--- src/rtl/snake_pkg.sv ---
// Shared direction encoding for the keyboard decode, turn buffer and snake field stages.
package snake_pkg;

  localparam int unsigned DIR_W = 2;

  typedef logic [DIR_W-1:0] dir_t;

  localparam dir_t DIR_UP    = 2'd0;
  localparam dir_t DIR_RIGHT = 2'd1;
  localparam dir_t DIR_DOWN  = 2'd2;
  localparam dir_t DIR_LEFT  = 2'd3;

  // Opposite heading: flipping bit 1 maps up<->down and right<->left.
  function automatic dir_t dir_reverse(input dir_t d);
    return d ^ DIR_DOWN;
  endfunction

endpackage

--- src/rtl/sync_fifo.sv ---
// Small synchronous FIFO with flush, occupancy count and head/tail peek.
// DEPTH must be a power of two so the pointers wrap on their own.
module sync_fifo #(
  parameter int unsigned WIDTH = 2,
  parameter int unsigned DEPTH = 4
) (
  input  logic                       clk,
  input  logic                       rst,
  input  logic                       push,
  input  logic                       pop,
  input  logic                       flush,
  input  logic [WIDTH-1:0]           wdata,
  output logic [WIDTH-1:0]           head,
  output logic [WIDTH-1:0]           tail,
  output logic                       full,
  output logic                       empty,
  output logic [$clog2(DEPTH+1)-1:0] count
);

  localparam int unsigned PTR_W = $clog2(DEPTH);
  localparam int unsigned CNT_W = $clog2(DEPTH + 1);

  logic [WIDTH-1:0] mem_q [DEPTH];
  logic [PTR_W-1:0] rd_ptr_q, rd_ptr_d;
  logic [PTR_W-1:0] wr_ptr_q, wr_ptr_d;
  logic [CNT_W-1:0] count_q, count_d;
  logic             do_push;
  logic             do_pop;

  assign full  = (count_q == CNT_W'(DEPTH));
  assign empty = (count_q == '0);
  assign count = count_q;
  assign head  = mem_q[rd_ptr_q];
  assign tail  = mem_q[wr_ptr_q - PTR_W'(1)];

  // Pointer and occupancy next-state; flush wins over push/pop.
  always_comb begin
    do_push  = push && !full && !flush;
    do_pop   = pop && !empty && !flush;
    rd_ptr_d = rd_ptr_q;
    wr_ptr_d = wr_ptr_q;
    count_d  = count_q;
    if (flush) begin
      rd_ptr_d = '0;
      wr_ptr_d = '0;
      count_d  = '0;
    end else begin
      if (do_push) wr_ptr_d = wr_ptr_q + PTR_W'(1);
      if (do_pop)  rd_ptr_d = rd_ptr_q + PTR_W'(1);
      count_d = count_q + CNT_W'(do_push) - CNT_W'(do_pop);
    end
  end

  // Pointer and occupancy registers.
  always_ff @(posedge clk or posedge rst) begin
    if (rst) begin
      rd_ptr_q <= '0;
      wr_ptr_q <= '0;
      count_q  <= '0;
    end else begin
      rd_ptr_q <= rd_ptr_d;
      wr_ptr_q <= wr_ptr_d;
      count_q  <= count_d;
    end
  end

  // Storage array; contents are don't-care until counted as valid.
  always_ff @(posedge clk) begin
    if (do_push) mem_q[wr_ptr_q] <= wdata;
  end

endmodule

--- src/rtl/turn_buffer.sv ---
// Turn buffer: filters keyboard direction commands (no repeats, no reversals)
// and queues them so one is applied per game step.
// Optional macro TURN_BUFFER_DROP_COUNT_EN builds a saturating rejected-command counter.
module turn_buffer
  import snake_pkg::*;
#(
  parameter int unsigned DEPTH = 4
) (
  input  logic                       clk,
  input  logic                       rst,
  input  logic                       start,
  input  logic [1:0]                 key_dir,
  input  logic                       key_valid,
  input  logic                       step,
  output logic [1:0]                 snake_dir,
  output logic                       turned,
  output logic [$clog2(DEPTH+1)-1:0] pending,
  output logic [7:0]                 dropped
);

  dir_t snake_dir_q, snake_dir_d;
  logic turned_q, turned_d;
  dir_t head;
  dir_t tail;
  dir_t ref_dir;
  logic full;
  logic empty;
  logic accept;
  logic do_push;
  logic do_pop;

  sync_fifo #(
    .WIDTH (DIR_W),
    .DEPTH (DEPTH)
  ) u_fifo (
    .clk   (clk),
    .rst   (rst),
    .push  (do_push),
    .pop   (do_pop),
    .flush (start),
    .wdata (key_dir),
    .head  (head),
    .tail  (tail),
    .full  (full),
    .empty (empty),
    .count (pending)
  );

  // Filter against the newest queued heading (or the live one) and decide push/pop.
  always_comb begin
    ref_dir     = empty ? snake_dir_q : tail;
    accept      = key_valid && !full && (key_dir != ref_dir) &&
                  (key_dir != dir_reverse(ref_dir));
    do_push     = accept && !start;
    do_pop      = step && !empty && !start;
    snake_dir_d = snake_dir_q;
    turned_d    = 1'b0;
    if (start) begin
      snake_dir_d = DIR_RIGHT;
    end else if (do_pop) begin
      snake_dir_d = head;
      turned_d    = (head != snake_dir_q);
    end
  end

  // Applied heading and turn pulse.
  always_ff @(posedge clk or posedge rst) begin
    if (rst) begin
      snake_dir_q <= DIR_RIGHT;
      turned_q    <= 1'b0;
    end else begin
      snake_dir_q <= snake_dir_d;
      turned_q    <= turned_d;
    end
  end

  assign snake_dir = snake_dir_q;
  assign turned    = turned_q;

`ifdef TURN_BUFFER_DROP_COUNT_EN
  logic [7:0] dropped_q, dropped_d;
  logic       reject;

  // Saturating count of filtered-out commands; a new game clears it.
  always_comb begin
    reject    = key_valid && !accept;
    dropped_d = dropped_q;
    if (start) begin
      dropped_d = 8'd0;
    end else if (reject && (dropped_q != 8'hFF)) begin
      dropped_d = dropped_q + 8'd1;
    end
  end

  // Drop counter register.
  always_ff @(posedge clk or posedge rst) begin
    if (rst) dropped_q <= 8'd0;
    else     dropped_q <= dropped_d;
  end

  assign dropped = dropped_q;
`else
  assign dropped = 8'd0;
`endif

endmodule
--- config.mk ---
export PLATFORM = sky130hd
export DESIGN_NAME = turn_buffer
export DESIGN_NICKNAME = d
export VERILOG_FILES = /design/src/rtl/snake_pkg.sv /design/src/rtl/sync_fifo.sv /design/src/rtl/turn_buffer.sv
export SDC_FILE = /design/constraint.sdc
export NUM_CORES = 1
export LEC_CHECK = 0
export CAP_MARGIN = 25
export CORE_MARGIN = 8
export CORE_UTILIZATION = 30
export CTS_CLUSTER_DIAMETER = 50
export DETAILED_ROUTE_END_ITERATION = 6
export DONT_BUFFER_PORTS = 1
export PLACE_DENSITY_LB_ADDON = 0.3
export SYNTH_ARGS = -nofsm -noshare
export SYNTH_HDL_FRONTEND = slang
export SYNTH_SLANG_ARGS = --single-unit
--- constraint.sdc ---
create_clock -name clk -period 7.2 [get_ports clk]
set_input_delay 1.44 -clock clk [delete_from_list [all_inputs] [get_ports clk]]
set_output_delay 1.44 -clock clk [all_outputs]
set_load 0.02 [all_outputs]
==> results of run 1 <==
==> worst max-delay path: stages <==
cell	delay [ps]
and2b_1	270
o2111ai_1	180
nand3_4	170
ha_1	150
inv_1	50
fa_1	370
xnor2_1	170
nor2_1	50
==> per-stage QoR <==
| step | power (µW) | hold WS (ps) | std cells | setup slack, ps |
|---|---|---|---|---|
| final | 336 | 604 | 130 | 4540 |
| after CTS | 341 | 619 | 130 | 4520 |
| after global routing | 365 | 656 | 130 | 4430 |
| after global placement | 286 | 601 | 126 | 4220 |
| after floorplan | 269 | 540 | 89 | 4320 |
| after detailed placement | 289 | 606 | 126 | 4220 |
==> layout make-up <==
class / instances / area (µm²)
inverters: 7 / 26.3
multi-input cells: 55 / 487
fillers: 356 / 2270
well taps: 46 / 57.6
clock buffers: 3 / 22.5
clock inverters: 1 / 3.75
flip-flops and latches: 18 / 492
==> metal layers <==
metal / up-vias / wire length, µm
met1: 277 / 679
met5: - / 0
met2: 10 / 907
met4: 0 / 16
li1: 263 / -
met3: 2 / 123
==> cells by family after synthesis <==
group | synth area share
XOR/XNOR | 0.0499
flip-flops | 0.467
multiplexers | 0.0880
AO/OA/AOI/OAI | 0.0285
buffers and inverters | 0.0951
other | 0.00356
AND/OR/NAND/NOR | 0.177
adder cells (fa/ha/maj) | 0.0904
==> registers in the layout, summed over array words and instances (netlist names) <==
| signal | count |
|---|---|
| snake_dir | 2 |
| u_fifo.rd_ptr_q | 2 |
| turned | 1 |
| u_fifo.mem_q | 8 |
| u_fifo.wr_ptr_q | 2 |
| u_fifo.count | 3 |
==> power by group through the flow <==
| stage | clock network, µW | logic, µW | registers, µW |
|---|---|---|---|
| 2_1_floorplan | 0 | 107 | 161 |
| 3_3_place_gp | 0 | 117 | 169 |
| 3_5_place_dp | 0 | 119 | 170 |
| 4_1_cts | 52.2 | 121 | 168 |
| 5_1_grt | 57.3 | 138 | 170 |
| 6_report | 51.0 | 118 | 166 |
==> cells in the mapped netlist <==
cell type / instances / area, µm²
xor2_1: 3 / 26.3
conb_1: 1 / 3.75
nor2b_1: 1 / 6.26
dfrtp_1: 9 / 225
edfxtp_1: 8 / 240
nand2_1: 2 / 7.51
buf_4: 8 / 60.1
mux2i_1: 1 / 10.0
or2b_1: 1 / 7.51
mux2_4: 1 / 15.0
nand4bb_4: 1 / 27.5
and2b_2: 2 / 17.5
or3_1: 1 / 6.26
nand4bb_2: 1 / 16.3
nand3_1: 2 / 10.0
ha_1: 6 / 75.1
mux4_2: 3 / 67.6
a211o_1: 1 / 8.76
xnor2_1: 3 / 26.3
nand3_4: 1 / 17.5
a211oi_1: 1 / 7.51
and2b_1: 1 / 7.51
fa_1: 1 / 20.0
a21oi_1: 1 / 5.00
inv_1: 7 / 26.3
clkbuf_8: 1 / 13.8
o2111ai_1: 1 / 8.76
dfstp_2: 1 / 26.3
and2_2: 4 / 30.0
nor2_1: 7 / 26.3
and3_1: 1 / 6.26
==> worst paths after layout <==
path	start	endpoint	cells past startpoint
setup / recovery	start	u_fifo.count[2]	8
hold / removal	u_fifo.wr_ptr_q[0]	u_fifo.wr_ptr_q[0]	1
setup reg to reg	u_fifo.wr_ptr_q[0]	u_fifo.count[2]	10
hold reg to reg	u_fifo.wr_ptr_q[0]	u_fifo.wr_ptr_q[0]	1
max in group asynchronous	rst	snake_dir[0]	1
min in group asynchronous	rst	turned	1
==> impl_metrics.json, run 1 <==
{
  "period_share": 0.370,
  "cap_violations": 0,
  "met3_usage": 0.0266,
  "use_met1": 0.0727,
  "power_density_nw_per_um2": 308,
  "die_x_um": 75.2,
  "max-clock-path-buffers": 2,
  "p_leak_uw": 0.000463,
  "drive_gt1_frac": 0.202,
  "first_pass_iters": 4,
  "grt_pass1_wl_um": 2900,
  "vias": 552,
  "syn_to_final_growth_pct": 3.45,
  "place_congestion": 0.717,
  "crit_required_ps": 7390,
  "syn_area_um2": 1050,
  "reg2reg_slack_ps": 4720,
  "p_seq_frac": 0.495,
  "fin_tns_setup_ps": 0,
  "routedWlPerCell_um": 13.3,
  "final_cell_mix": "9 x dfrtp_1, 8 x conb_1, 8 x edfxtp_1",
  "coreArea_um2": 3360,
  "cp_max_fo": 12,
  "final_common_cell": "dfrtp_1",
  "remaining_drc_errors": 0,
  "rsz0062_at_grt": "false",
  "power_switching_uw": 124,
  "dieArea_um2": 5660,
  "htreeDepth": 1,
  "syn_inst": 82,
  "portBuffers": 0,
  "grt_usage": 0.0684,
  "startpoint_type": "input port",
  "final_util": 0.324,
  "clkPwrFrac": 0.152,
  "arrival_ps": 2850,
  "placed_area_um2": 1060,
  "num-nets-final": 99,
  "gr-total-overflow": 0,
  "run_status": "completed",
  "hold_class": "flop to flop",
  "clkLatencyLatePin_ps": 280,
  "fp.dieH_um": 75.2,
  "finalMaxSlewViolations": 0,
  "power_frac_comb": 0.353,
  "top_usage_layer": "met2",
  "finalSetupViolCount": 0,
  "cts-root-buf": "clkbuf_4",
  "post-dp-hpwl_um": 1380,
  "ant_nets": 0,
  "finalWirelength_um": 1730,
  "grt_pass1_vias": 607,
  "yosysSeqAreaShare": 0.467,
  "postCtsSetupBuffers": 0,
  "hold_violations": 0,
  "antenna_found_initial": 0,
  "p_int_uw": 212,
  "drtIter0Drc": 10,
  "end_kind": "flop",
  "start_util": 0.313,
  "irDropWorstVdd_mv": 0.139,
  "vias_per_cell": 4.25,
  "gr-usage-met2": 0.116,
  "cts_buffers": 3,
  "io_pins": 21,
  "ys_seq_elements": 18,
  "design_area_um2": 1090,
  "std_cell_rows": 21,
  "cts_tree": "built",
  "holdBufCountCts": 0,
  "antenna_cells": 0,
  "path_clk_slew_ps": 100,
  "critPathKind": "input port to flop",
  "yosysWarnings": 0,
  "ctsResizeCount": 0,
  "period_needed_ps": 2660,
  "clkSinkCount": 18,
  "switching_share": 0.369,
  "fmax_ghz": 0.375,
  "clock_skew_ps": 0.771,
  "avgSynthCellArea_um2": 12.8,
  "grt_max_degree": 13,
  "synth_cell_types": 31
}
(Power assumes the default switching activity.)
==> inputs of run 2 (changes only) <==
==> constraint.sdc (replaced) <==
create_clock -name clk -period 2.8 [get_ports clk]
set_input_delay 0.56 -clock clk [delete_from_list [all_inputs] [get_ports clk]]
set_output_delay 0.56 -clock clk [all_outputs]
set_load 0.02 [all_outputs]
==> run 2 against run 1 <==
- cell count rose by 1.5%
- via count rose by 2.5%
- sequential power rose by 140%
- clock skew barely moved
- clock power rose to 2.6 times the previous value
- first-iteration DRC count rose by 100%
- critical endpoint unchanged
- die area did not move
- routed wire length rose by 0.98%
- global-route usage fell by 0.053 points
==> impl_metrics.json, run 2 (synthesis results as in run 1) <==
{
  "fmax_ghz": 0.406,
  "std_cell_rows": 21,
  "end_kind": "flop",
  "p_leak_uw": 0.000473,
  "period_needed_ps": 2470,
  "cts-root-buf": "clkbuf_4",
  "regMostFlops": "u_fifo.mem_q",
  "ctsResizeCount": 0,
  "arrival_ps": 2670,
  "routedWlPerCell_um": 13.2,
  "finalWirelength_um": 1740,
  "hold_class": "input port to async pin",
  "rsz0062_at_grt": "false",
  "period_share": 0.881,
  "startpoint_type": "flop",
  "antenna_cells": 0,
  "first_pass_iters": 4,
  "drive_gt1_frac": 0.221,
  "cap_violations": 0,
  "power_density_nw_per_um2": 796,
  "place_congestion": 0.753,
  "finalMaxSlewViolations": 0,
  "critPathBufInv": 2,
  "run_status": "completed",
  "design_area_um2": 1100,
  "syn_to_final_growth_pct": 4.88,
  "vias_per_cell": 4.29,
  "io_pins": 21,
  "cpMaxStageDelayCell": "dfrtp_1",
  "clock_skew_ps": 0.702,
  "num-nets-final": 101,
  "crit_required_ps": 3000,
  "htreeDepth": 1,
  "path_clk_slew_ps": 100,
  "placed_area_um2": 1080,
  "grt_usage": 0.0678,
  "final_cell_mix": "9 x dfrtp_1, 8 x conb_1, 8 x edfxtp_1",
  "irDropWorstVdd_mv": 0.306,
  "remaining_drc_errors": 0,
  "holdBufCountCts": 0,
  "fin_tns_setup_ps": 0,
  "path_delay_family": "adder cells",
  "slowest_delay_ps": 460,
  "max-clock-path-buffers": 2,
  "final_common_cell": "dfrtp_1",
  "crit_path_cell_trace": "inv_1 -> ha_1 -> mux4_2 -> nand4bb_4 -> nand3_4 -> ha_1 -> inv_1 -> fa_1 -> xnor2_1 -> nor2_1",
  "hold_violations": 0,
  "cp_max_fo": 7,
  "gr-total-overflow": 0,
  "vias": 566,
  "start_util": 0.313,
  "fp.dieH_um": 75.2,
  "post-dp-hpwl_um": 1390,
  "portBuffers": 0,
  "clkLatencyLatePin_ps": 300,
  "cts_buffers": 3,
  "critPathKind": "flop to flop",
  "grt_max_degree": 13,
  "cts_tree": "built",
  "grt_pass1_wl_um": 2840,
  "dieArea_um2": 5660,
  "finalSetupViolCount": 0,
  "postCtsSetupBuffers": 0,
  "grt_pass1_vias": 591,
  "ant_nets": 0,
  "die_x_um": 75.2,
  "largest_reg_flops": 8,
  "drtIter0Drc": 20,
  "antenna_found_initial": 0,
  "clkSinkCount": 18,
  "coreArea_um2": 3360
}
run 2: cell count changes in the layout (fill, tap and decap cells not counted), sizes merged:
| cell | before | now |
|---|---|---|
| buf | 0 | 2 |
run 2: power breakdown:
part | internal, µW | leakage, µW | switching (µW)
Clock | 52.0 | 0.0000154 | 83.3
Sequential | 332 | 0.000205 | 72.1
Combinational | 172 | 0.000253 | 166
Total | 556 | 0.000473 | 322
run 2: final timing paths:
kind | cells after the start | slack, ps | to | start
setup / recovery | 10 | 330 | u_fifo.count[2] | u_fifo.wr_ptr_q[0]
hold / removal | 1 | 120 | turned | rst
setup reg to reg | 10 | 330 | u_fifo.count[2] | u_fifo.wr_ptr_q[0]
hold reg to reg | 1 | 600 | u_fifo.wr_ptr_q[0] | u_fifo.wr_ptr_q[0]
max in group asynchronous | 1 | 2370 | snake_dir[0] | rst
min in group clk | 1 | 310 | u_fifo.count[2] | start
run 2: metrics by stage:
stage	total power, µW	hold slack (ps)	util	std cells	setup slack [ps]
floorplan	691	399	-	89	500
global placement	748	448	0.320	128	400
detailed placement	754	459	0.320	128	328
CTS	893	123	0.328	132	299
global route	948	146	0.328	132	145
finish	878	117	0.328	132	334
run 2: area by class of cell:
type,instances,area [µm²]
Clock buffer,3,22.5
Fill cell,360,2260
Tap cell,46,57.6
Inverter,7,26.3
Sequential cell,18,492
Multi-Input combinational cell,55,487
Timing Repair Buffer,2,15.0
Clock inverter,1,3.75
run 2: routing by layer:
layer	global-route usage	up-vias	wire length, µm
met5	0	-	0
met4	0.0192	0	16
met3	0.0413	2	165
met2	0.103	16	820
li1	-	268	-
met1	0.0782	280	740
